--- config.mk ---
export PLATFORM = sky130hd
export DESIGN_NAME = button_debouncer
export DESIGN_NICKNAME = d
export VERILOG_FILES = /design/src/rtl/btn_pkg.sv /design/src/rtl/sync_2ff.sv /design/src/rtl/button_debouncer.sv
export SDC_FILE = /design/constraint.sdc
export NUM_CORES = 1
export LEC_CHECK = 0
export ABC_AREA = 1
export BUFFER_PORTS_ARGS = -buffer_cell sky130_fd_sc_hd__buf_2
export CELL_PAD_IN_SITES_DETAIL_PLACEMENT = 1
export CELL_PAD_IN_SITES_GLOBAL_PLACEMENT = 1
export CORE_AREA = 2 2 44 46
export CTS_BUF_LIST = sky130_fd_sc_hd__clkbuf_16
export CTS_CLUSTER_SIZE = 28
export DETAILED_ROUTE_END_ITERATION = 8
export DIE_AREA = 0 0 46 48
export PLACE_DENSITY_LB_ADDON = 0.1
export SYNTH_ARGS = -nofsm -noshare
export SYNTH_HDL_FRONTEND = slang
export SYNTH_SLANG_ARGS = --single-unit
export TNS_END_PERCENT = 20
--- constraint.sdc ---
create_clock -name clk -period 1.05 [get_ports clk]
set_input_delay 0.1575 -clock clk [delete_from_list [all_inputs] [get_ports clk]]
set_output_delay 0.1575 -clock clk [all_outputs]
set_load 0.1 [all_outputs]
--- src/rtl/btn_pkg.sv ---
// Shared types and limits for the push-button debouncer.
package btn_pkg;

    typedef enum logic [1:0] {
        LOW  = 2'd0,
        RISE = 2'd1,
        HIGH = 2'd2,
        FALL = 2'd3
    } db_state_e;

    localparam int DEBOUNCE_MIN = 1;
    localparam int DEBOUNCE_MAX = 65535;

endpackage

--- src/rtl/sync_2ff.sv ---
// Two-flop synchroniser for a single asynchronous input, async active-low reset.
module sync_2ff (
    input  logic clk,
    input  logic rst_n,
    input  logic async_i,
    output logic sync_o
);

    logic meta_q;
    logic sync_q;

    // Nothing may sit between the two flops; the first is allowed to go metastable.
    always_ff @(posedge clk or negedge rst_n) begin
        if (!rst_n) begin
            meta_q <= 1'b0;
            sync_q <= 1'b0;
        end else begin
            meta_q <= async_i;
            sync_q <= meta_q;
        end
    end

    assign sync_o = sync_q;

endmodule

--- src/rtl/button_debouncer.sv ---
// Synchronises and debounces a raw push-button; emits one-cycle press/release pulses.
module button_debouncer
    import btn_pkg::*;
#(
    parameter int DEBOUNCE_CYCLES = 16
) (
    input  logic clk,
    input  logic rst_n,
    input  logic button_raw,
    output logic button_pulse,
    output logic button_level,
    output logic release_pulse
);

    localparam int              CNT_W    = $clog2(DEBOUNCE_CYCLES + 1);
    localparam logic [CNT_W-1:0] CNT_LAST = CNT_W'(DEBOUNCE_CYCLES - 1);
    localparam logic            DIRECT   = (DEBOUNCE_CYCLES == 1);

    if (DEBOUNCE_CYCLES < DEBOUNCE_MIN || DEBOUNCE_CYCLES > DEBOUNCE_MAX) begin : g_bad_param
        $error("button_debouncer: DEBOUNCE_CYCLES out of range");
    end

    logic             raw_sync;
    db_state_e        state_q, state_d;
    logic [CNT_W-1:0] cnt_q, cnt_d;
    logic             pulse_q, pulse_d;
    logic             level_q, level_d;
    logic             rel_q, rel_d;

    sync_2ff u_sync (
        .clk     (clk),
        .rst_n   (rst_n),
        .async_i (button_raw),
        .sync_o  (raw_sync)
    );

    always_ff @(posedge clk or negedge rst_n) begin
        if (!rst_n) begin
            state_q <= LOW;
            cnt_q   <= '0;
            pulse_q <= 1'b0;
            level_q <= 1'b0;
            rel_q   <= 1'b0;
        end else begin
            state_q <= state_d;
            cnt_q   <= cnt_d;
            pulse_q <= pulse_d;
            level_q <= level_d;
            rel_q   <= rel_d;
        end
    end

    always_comb begin
        state_d = state_q;
        cnt_d   = cnt_q;
        unique case (state_q)
            LOW: begin
                if (raw_sync) begin
                    // With a one-sample window the first differing sample is already conclusive.
                    state_d = DIRECT ? HIGH : RISE;
                    cnt_d   = DIRECT ? '0 : CNT_W'(1);
                end
            end
            RISE: begin
                if (!raw_sync) begin
                    state_d = LOW;
                    cnt_d   = '0;
                end else if (cnt_q == CNT_LAST) begin
                    state_d = HIGH;
                    cnt_d   = '0;
                end else begin
                    cnt_d = cnt_q + CNT_W'(1);
                end
            end
            HIGH: begin
                if (!raw_sync) begin
                    state_d = DIRECT ? LOW : FALL;
                    cnt_d   = DIRECT ? '0 : CNT_W'(1);
                end
            end
            FALL: begin
                if (raw_sync) begin
                    state_d = HIGH;
                    cnt_d   = '0;
                end else if (cnt_q == CNT_LAST) begin
                    state_d = LOW;
                    cnt_d   = '0;
                end else begin
                    cnt_d = cnt_q + CNT_W'(1);
                end
            end
            default: begin
                state_d = LOW;
                cnt_d   = '0;
            end
        endcase
    end

    // Outputs are decoded from the transition so they land with the new level.
    always_comb begin
        level_d = (state_d == HIGH) || (state_d == FALL);
        pulse_d = (state_d == HIGH) && ((state_q == LOW) || (state_q == RISE));
        rel_d   = (state_d == LOW) && ((state_q == HIGH) || (state_q == FALL));
    end

    assign button_pulse  = pulse_q;
    assign button_level  = level_q;
    assign release_pulse = rel_q;

endmodule
==> run summary, run 1 <==
status - finished, violations left
failing checks - setup timing
FF+latch count, synth - 12
largest net degree at the start of global routing - 13
Routability Congestion - 0.7004
Via density - 4.517
Seq/Total Area, Yosys - 59.85%
Least-Margin Pin Slew - 0.2584 ns
1st-iter DRT viols - 2
Ys Warns - 0
Remaining DRCs - 0
aggregate global-route resource usage - 11.91%
io pins - 6
hold crit path type - primary input to flip-flop
share of layout cells above drive strength 1 - 36.11%
crit path kind - flip-flop to flip-flop
grt ovf - 0
Yosys cell types - 16
vias in the first global route - 396
CTS tree - built
HP Start - button_raw
Hold Vio Cnt, Final - 0
clock slew at reported path FFs - 0.04 ns
R2R Path Start - cnt_q[0]
routed via count - 402
Crit. Startpoint - cnt_q[0]
Syn Area/Cell - 9.467 sq um
syn_nets - 57
die area - 2208 sq um
clk root buf - clkbuf_16
starting density of the core - 29.70%
TritonRoute pass-1 iters - 4
fin worst setup slack - -0.03788 ns
synth-to-layout area growth - 53.12%
crit start category - flip-flop
Detailed Route WL - 983 um
Max Fanout on Critical Path - 3
max-slew violations - 0
design area - 768.2 sq um
Die W - 46 um
Core Box Area - 1689 sq um
WHS - 0.02775 ns
Finished Core Util - 45.48%
Cell Area, Synth - 501.7 sq um
Post-Route Setup TNS - -0.08937 ns
Max Cap Viol - 0
commonest cells after routing, fill and taps aside - 14 x nand2_1, 12 x dfrtp_1, 10 x buf_4
FP Rows - 15
Layout Nets - 78
DR WL/cell - 11.04 um
antenna-violating nets left - 0
post-CTS setup buffers - 0
most common cell after layout, fill and taps aside - nand2_1
Final Cycle Share - 103.6%
Placed Area - 670.6 sq um
first-pass GRT wire length - 1718 um
RSZ-0062 raised after global routing - true
Final setup viols - 6
Antenna Diode Count - 0
Final HPWL DP - 768.7 um
CTS Sinks - 12
most area-hungry cell type in the Yosys netlist - dfrtp_1
antenna violations before repair - 0
required time worst endpoint - 1.18 ns
Crit. End Element - flip-flop
htree depth - 1
peak supply drop - 0.9956 mV
Bufs on Longest Clock Path - 2
synth top area cells - dfrtp_1 60%, nand2_1 12%, inv_1 5.2%
arrival time worst endpoint - 1.22 ns
Power Dens Cells - 1658 nW/um^2
port bufs - 5
worst rel slew slack - 82.77%
Clock Latency Late Sink - 0.24 ns
Final Critical Period - 1.088 ns
fmax - 919.2 MHz
Lkg Pwr - 0.4005 nW
post-synthesis instance total - 53
Synth top area share - 59.85%
Inserted Clock Buffers - 3
Die H - 48 um
clock skew - 0.0008031 ns
## power breakdown
group	leakage [nW]	internal (W)	switching, W	total, W
sequential	0.157	0.000484	0.0000130	0.000497
combinational	0.206	0.0000544	0.0000530	0.000107
clock	0.0370	0.000494	0.000175	0.000669
total	0.400	0.00103	0.000241	0.00127
## final cells by class
class | instances | area [sq um]
fill | 192 | 920.9
tap | 17 | 21.27
multi-input combinational | 34 | 190.2
timing repair buffer | 16 | 155.1
clock buffer | 3 | 75.07
inverter | 7 | 26.28
sequential | 12 | 300.3
## flip-flops by register name, indices dropped and copies added, names as in the netlist
name           count
u_sync.meta_q      1
u_sync.sync_o      1
button_level       1
cnt_q              5
state_q            2
release_pulse      1
button_pulse       1
## synth_stat cells
cell type / count
ha_1: 1
nand3b_1: 1
nand4_1: 1
nor2_4: 1
nand3_2: 1
nand2_2: 1
a21boi_1: 1
o21ai_0: 1
nor2_1: 4
o21ai_1: 1
a21oi_1: 1
nand3_1: 3
xnor2_1: 1
dfrtp_1: 12
inv_1: 7
nand2_1: 16
## worst paths after layout
| kind | endpoint | slack, ns | cells past startpoint |
|---|---|---|---|
| setup / recovery | state_q[1] | -0.04 | 6 |
| hold / removal | u_sync.meta_q | 0.03 | 1 |
| setup reg to reg | state_q[1] | -0.04 | 6 |
| hold reg to reg | u_sync.sync_o | 0.35 | 0 |
| max in group asynchronous | cnt_q[1] | 0.50 | 2 |
| min in group asynchronous | state_q[0] | 0.34 | 2 |
## cells by family (layout without fill, tap and decap cells)
kind of cell	after synthesis	count (layout)	synth area share, %
and+or+nand+nor	28	28	26.19
xor gates and xnor gates	1	1	1.746
AOI/OAI and AO/OA	4	4	4.486
DFF	12	12	59.85
buffers and inverters	7	26	5.238
adders and majority gates	1	1	2.493
## per-layer routing
layer / GRT usage, % / up-vias / wire length (um)
met5: 0 / - / 0
met4: 8.571 / 0 / 22
met3: 4.528 / 2 / 16
met2: 17.22 / 4 / 482
met1: 14.49 / 193 / 462
li1: - / 203 / -
## metrics by stage
step | power [W] | std cells | setup WS [ns]
after floorplan | 0.0005456 | 53 | -0.03646
after global placement | 0.0006012 | 85 | -0.05010
after detailed placement | 0.0006027 | 85 | -0.05532
after CTS | 0.001288 | 89 | -0.06700
after global routing | 0.001337 | 89 | -0.1524
final | 0.001273 | 89 | -0.03788
## critical path, cell delays in order (launching register included)
cell	delay, ns
dfrtp_1	0.35
ha_2	0.19
nand3_2	0.09
nor2_4	0.12
nand3_1	0.10
nand2_1	0.09
inv_1	0.04
## what timing repair did
item	CTS	global route
gates resized for setup	1	3
endpoints found under the setup margin	7	10
endpoints found under the hold margin	12	0
hold buffers	1	0
pin swaps	0	2
Power figures use the tool's default switching activity.
==> run 2, diff against run 1 <==
==> constraint.sdc (replaced) <==
create_clock -name clk -period 1.05 [get_ports clk]
set_input_delay 0 -clock clk [delete_from_list [all_inputs] [get_ports clk]]
set_output_delay 0 -clock clk [all_outputs]
set_load 0.1 [all_outputs]
==> run summary, run 2 (synthesis gave the netlist of run 1 again) <==
CTS Sinks - 12 (unchanged)
Via density - 4.522 (was 4.517)
Final Critical Period - 1.087 ns (was 1.088 ns)
fin worst setup slack - -0.03666 ns (was -0.03788 ns)
required time worst endpoint - 1.18 ns (about the same)
Layout Nets - 79 (was 78)
routed via count - 407 (was 402)
clock skew - 0.001034 ns (was 0.0008031 ns)
Finished Core Util - 46.07% (was 45.48%)
Antenna Diode Count - 0 (unchanged)
largest net degree at the start of global routing - 13 (unchanged)
Biggest register - cnt_q (unchanged)
Multi-input gate area - 190.2 sq um (unchanged)
Inserted Clock Buffers - 3 (unchanged)
peak supply drop - 0.9956 mV (about the same)
clk root buf - clkbuf_16 (unchanged)
htree depth - 1 (unchanged)
first-pass GRT wire length - 1745 um (was 1718 um)
Hold Vio Cnt, Final - 0 (unchanged)
FP Rows - 15 (unchanged)
clock slew at reported path FFs - 0.04 ns (about the same)
Least-Margin Pin Slew - 0.2585 ns (was 0.2584 ns)
antenna-violating nets left - 0 (unchanged)
starting density of the core - 29.70% (unchanged)
Power Dens Cells - 1641 nW/um^2 (was 1658 nW/um^2)
TritonRoute pass-1 iters - 4 (unchanged)
Final setup viols - 6 (unchanged)
worst rel slew slack - 82.77% (about the same)
CTS tree - built (unchanged)
register area - 300.3 sq um (unchanged)
grt ovf - 0 (unchanged)
antenna violations before repair - 0 (unchanged)
hold crit path type - primary input to async pin (was primary input to flip-flop)
Clock Latency Late Sink - 0.24 ns (about the same)
synth-to-layout area growth - 55.11% (was 53.12%)
failing checks - setup timing (unchanged)
arrival time worst endpoint - 1.22 ns (about the same)
fmax - 920.3 MHz (was 919.2 MHz)
commonest cells after routing, fill and taps aside - 14 x nand2_1, 12 x dfrtp_1, 10 x buf_4 (unchanged)
io pins - 6 (unchanged)
aggregate global-route resource usage - 12.07% (was 11.91%)
Placed Area - 670.6 sq um (unchanged)
status - finished, violations left (unchanged)
max-slew violations - 0 (unchanged)
number of fill cells - 189 (was 192)
share of layout cells above drive strength 1 - 35.62% (was 36.11%)
Detailed Route WL - 1001 um (was 983 um)
Bufs on Longest Clock Path - 2 (unchanged)
port bufs - 5 (unchanged)
Top Registers - cnt_q x5, state_q x2 (unchanged)
die area - 2208 sq um (unchanged)
vias in the first global route - 408 (was 396)
Max Fanout on Critical Path - 3 (unchanged)
crit start category - flip-flop (unchanged)
setup slack at placement - -0.05532 ns (unchanged)
DR WL/cell - 11.12 um (was 11.04 um)
Final Cycle Share - 103.5% (was 103.6%)
max FFs per register - 5 (unchanged)
crit path kind - flip-flop to flip-flop (unchanged)
RSZ-0062 raised after global routing - true (unchanged)
Lkg Pwr - 0.4046 nW (was 0.4005 nW)
Die W - 46 um (unchanged)
Final HPWL DP - 768.7 um (unchanged)
Routability Congestion - 0.7004 (unchanged)
Core Box Area - 1689 sq um (unchanged)
1st-iter DRT viols - 2 (unchanged)
Max Cap Viol - 0 (unchanged)
Crit. End Element - flip-flop (unchanged)
design area - 778.2 sq um (was 768.2 sq um)
Remaining DRCs - 0 (unchanged)
most common cell after layout, fill and taps aside - nand2_1 (unchanged)
Die H - 48 um (unchanged)
## run 2: cell types whose count changed in the layout (fill, tap and decap cells not counted), sizes merged
cell	before	now
dlygate4sd3	1	2
## run 2: layout make-up
class	instances	area share, %
Multi-Input combinational cell	34	24.44
Clock buffer	3	9.646
Tap cell	17	2.733
Sequential cell	12	38.59
Timing Repair Buffer	17	21.22
Inverter	7	3.376
## run 2: timing repair
action                                 4_1_cts  5_1_grt
endpoints found under the hold margin       13        0
pin swaps                                    0        2
resized for setup                            1        3
hold buffers                                 2        0
buffers inserted                             0        0
setup endpoints to repair                    7       10
## run 2: critical path, cell delays in order (launching register included)
cell	delay, ns
dfrtp_1	0.35
ha_2	0.19
nand3_2	0.09
nor2_4	0.12
nand3_1	0.10
nand2_1	0.09
inv_1	0.04
## run 2: metal layers
metal | GRT usage, % | vias to the layer above | wire length, um
met3 | 4.528 | 2 | 16
met2 | 17.78 | 4 | 497
met4 | 8.571 | 0 | 22
met5 | 0 | - | 0
met1 | 14.49 | 196 | 465
li1 | - | 205 | -
## run 2: worst paths after layout
path / to / slack, ns / depth (start not counted) / from
min: state_q[1] / 0.18 / 2 / rst_n
min reg2reg: u_sync.sync_o / 0.35 / 0 / u_sync.meta_q
max reg2reg: state_q[1] / -0.04 / 6 / cnt_q[0]
max: state_q[1] / -0.04 / 6 / cnt_q[0]
max in group asynchronous: cnt_q[1] / 0.66 / 2 / rst_n
min in group clk: u_sync.sync_o / 0.35 / 0 / u_sync.meta_q
## run 2: power by group
group	internal, W	total (W)	switching, W
clock	0.000494	0.000670	0.000176
combinational	0.0000569	0.000110	0.0000535
sequential	0.000484	0.000497	0.0000130
## run 2: through the flow
step	instances	hold slack (ns)	total power (W)	setup TNS (ns)
after CTS	90	0.1741	0.001290	-0.2396
after detailed placement	85	-0.1085	0.0006027	-0.1927
after floorplan	53	-0.2956	0.0005456	-0.07292
final	90	0.1844	0.001277	-0.08763
after global routing	90	0.2342	0.001340	-0.9570
after global placement	85	-0.1104	0.0006012	-0.1951
==> run 3, diff against run 2 <==
Settings changed: CORE_AREA 2 2 44 46 to 2 2 41 43, DIE_AREA 0 0 46 48 to 0 0 43 45.
==> run summary, run 3 (synthesis gave the netlist of run 1 again) <==
1st-iter DRT viols - 4 (was 2)
aggregate global-route resource usage - 16.87% (was 12.07%)
TritonRoute pass-1 iters - 4 (unchanged)
arrival time worst endpoint - 1.30 ns (was 1.22 ns)
Final HPWL DP - 816.5 um (was 768.7 um)
Placed Area - 661.9 sq um (was 670.6 sq um)
fmax - 847.3 MHz (was 920.3 MHz)
Layout Nets - 80 (was 79)
clock share of power - 52.7% (was 52.5%)
design area - 827.0 sq um (was 778.2 sq um)
crit start category - flip-flop (unchanged)
commonest cells after routing, fill and taps aside - 12 x dfrtp_1, 11 x nand2_1, 11 x buf_4 (was 14 x nand2_1, 12 x dfrtp_1, 10 x buf_4)
routed via count - 442 (was 407)
Via density - 4.857 (was 4.522)
status - finished, violations left (unchanged)
synth-to-layout area growth - 64.84% (was 55.11%)
crit path kind - flip-flop to flip-flop (unchanged)
starting density of the core - 34.10% (was 29.70%)
Die W - 43 um (was 46 um)
Core Box Area - 1471 sq um (was 1689 sq um)
Final setup viols - 9 (was 6)
Least-Margin Pin Slew - 0.2838 ns (was 0.2585 ns)
worst rel slew slack - 81.08% (was 82.77%)
# placed instances - 83 (was 85)
port bufs - 5 (unchanged)
fin cells - 91 (was 90)
Die H - 45 um (was 48 um)
max FFs per register - 5 (unchanged)
CTS tree - built (unchanged)
die area - 1935 sq um (was 2208 sq um)
Bufs on Longest Clock Path - 2 (unchanged)
Clock Latency Late Sink - 0.24 ns (about the same)
Combinational Power Share - 9.8% (was 8.6%)
Internal - 0.001055 W (was 0.001035 W)
critical-path cell list - ha_4, buf_4, buf_4, xnor2_2, o21ai_1 (was ha_2, nand3_2, nor2_4, nand3_1, nand2_1, inv_1)
RSZ-0062 raised after global routing - true (unchanged)
Final Cycle Share - 112.4% (was 103.5%)
clock slew at reported path FFs - 0.04 ns (about the same)
Crit. End Element - flip-flop (unchanged)
largest net degree at the start of global routing - 13 (unchanged)
fin worst setup slack - -0.1302 ns (was -0.03666 ns)
Final Critical Period - 1.180 ns (was 1.087 ns)
Hold Vio Cnt, Final - 0 (unchanged)
failing checks - setup timing (unchanged)
Power Dens Cells - 1623 nW/um^2 (was 1641 nW/um^2)
Lkg Pwr - 0.4221 nW (was 0.4046 nW)
Routability Congestion - 0.7875 (was 0.7004)
Remaining DRCs - 0 (unchanged)
Max Fanout on Critical Path - 2 (was 3)
clock skew - 0.001259 ns (was 0.001034 ns)
Antenna Diode Count - 0 (unchanged)
grt ovf - 0 (unchanged)
R2R Path Start - cnt_q[1] (was cnt_q[0])
htree depth - 1 (unchanged)
io pins - 6 (unchanged)
register area - 300.3 sq um (unchanged)
R2R cell count - 5 (was 6)
DR WL/cell - 13.27 um (was 11.12 um)
required time worst endpoint - 1.17 ns (was 1.18 ns)
R2R Path End - cnt_q[2] (was state_q[1])
Max Cap Viol - 0 (unchanged)
antenna-violating nets left - 0 (unchanged)
number of fill cells - 174 (was 189)
FP Rows - 14 (was 15)
peak supply drop - 1.230 mV (was 0.9956 mV)
Post-Route Setup TNS - -0.3836 ns (was -0.08763 ns)
Seq pwr share - 37.5% (was 38.9%)
P_sw - 0.0002868 W (was 0.0002426 W)
most frequent CP cell - buf_4
share of layout cells above drive strength 1 - 42.67% (was 35.62%)
Inserted Clock Buffers - 3 (unchanged)
CTS Sinks - 12 (unchanged)
Multi-input gate area - 229.0 sq um (was 190.2 sq um)
first-pass GRT wire length - 2263 um (was 1745 um)
sw frac - 21.37% (was 18.99%)
setup slack at placement - -0.1009 ns (was -0.05532 ns)
clk root buf - clkbuf_16 (unchanged)
critical path's slowest cell - dfrtp_1 (unchanged)
hold crit path type - primary input to async pin (unchanged)
vias in the first global route - 526 (was 408)
max-slew violations - 0 (unchanged)
Top Registers - cnt_q x5, state_q x2 (unchanged)
Detailed Route WL - 1208 um (was 1001 um)
most common cell after layout, fill and taps aside - dfrtp_1 (was nand2_1)
crit-path max cell delay - 0.41 ns (was 0.35 ns)
antenna violations before repair - 0 (unchanged)
reg2reg setup slack - -0.13 ns (was -0.04 ns)
Biggest register - cnt_q (unchanged)
run 3: area by class of cell:
| type | instances | area share, % |
|---|---|---|
| clock buffer | 3 | 9.077 |
| clock inverter | 1 | 0.4539 |
| inverter | 7 | 3.177 |
| multi-input combinational | 34 | 27.69 |
| sequential | 12 | 36.31 |
| tap | 16 | 2.421 |
| timing repair buffer | 18 | 20.88 |
run 3: power groups by stage:
stage	logic, W	registers (W)	clock network [W]
6_report	0.000131	0.000504	0.000707
5_1_grt	0.000149	0.000507	0.000730
4_1_cts	0.000119	0.000503	0.000707
3_5_place_dp	0.0000986	0.000503	0
3_3_place_gp	0.0000949	0.000503	0
2_1_floorplan	0.0000384	0.000507	0
run 3: stage by stage:
stage	util [%]	hold slack (ns)	power [W]
finish	56.21	0.1748	0.001342
global route	56.21	0.2104	0.001385
CTS	54.08	0.1894	0.001329
global placement	44.98	-0.1048	0.0005978
floorplan	-	-0.2956	0.0005456
detailed placement	44.98	-0.1015	0.0006021
run 3: per-layer routing:
metal	global-route usage, %	wire, um	up-vias
met5	0	0	-
met4	10.30	30	0
met3	4.800	36	4
met2	31.21	683	9
met1	16.75	458	217
li1	-	-	212
run 3: repair_timing:
action	4_1_cts	5_1_grt
hold buffers	2	0
hold endpoints to repair	13	0
endpoints found under the setup margin	9	10
resized for setup	6	6
pin swaps	3	3
buffers inserted	1	1
run 3: how the worst max path moves through the flow:
stage	from	to
after floorplan	cnt_q[0]	button_level
after global placement	cnt_q[1]	button_level
after detailed placement	cnt_q[1]	state_q[1]
after CTS	cnt_q[0]	state_q[1]
after global routing	cnt_q[1]	state_q[1]
final	cnt_q[1]	cnt_q[2]
run 3: critical path, delay by kind of cell (launching register included):
| kind | cells | cell delay [ns] |
|---|---|---|
| AO/OA/AOI/OAI | 1 | 0.08 |
| flip-flops | 1 | 0.41 |
| buffers and inverters | 2 | 0.26 |
| XOR/XNOR | 1 | 0.14 |
| adder cells (fa/ha/maj) | 1 | 0.19 |
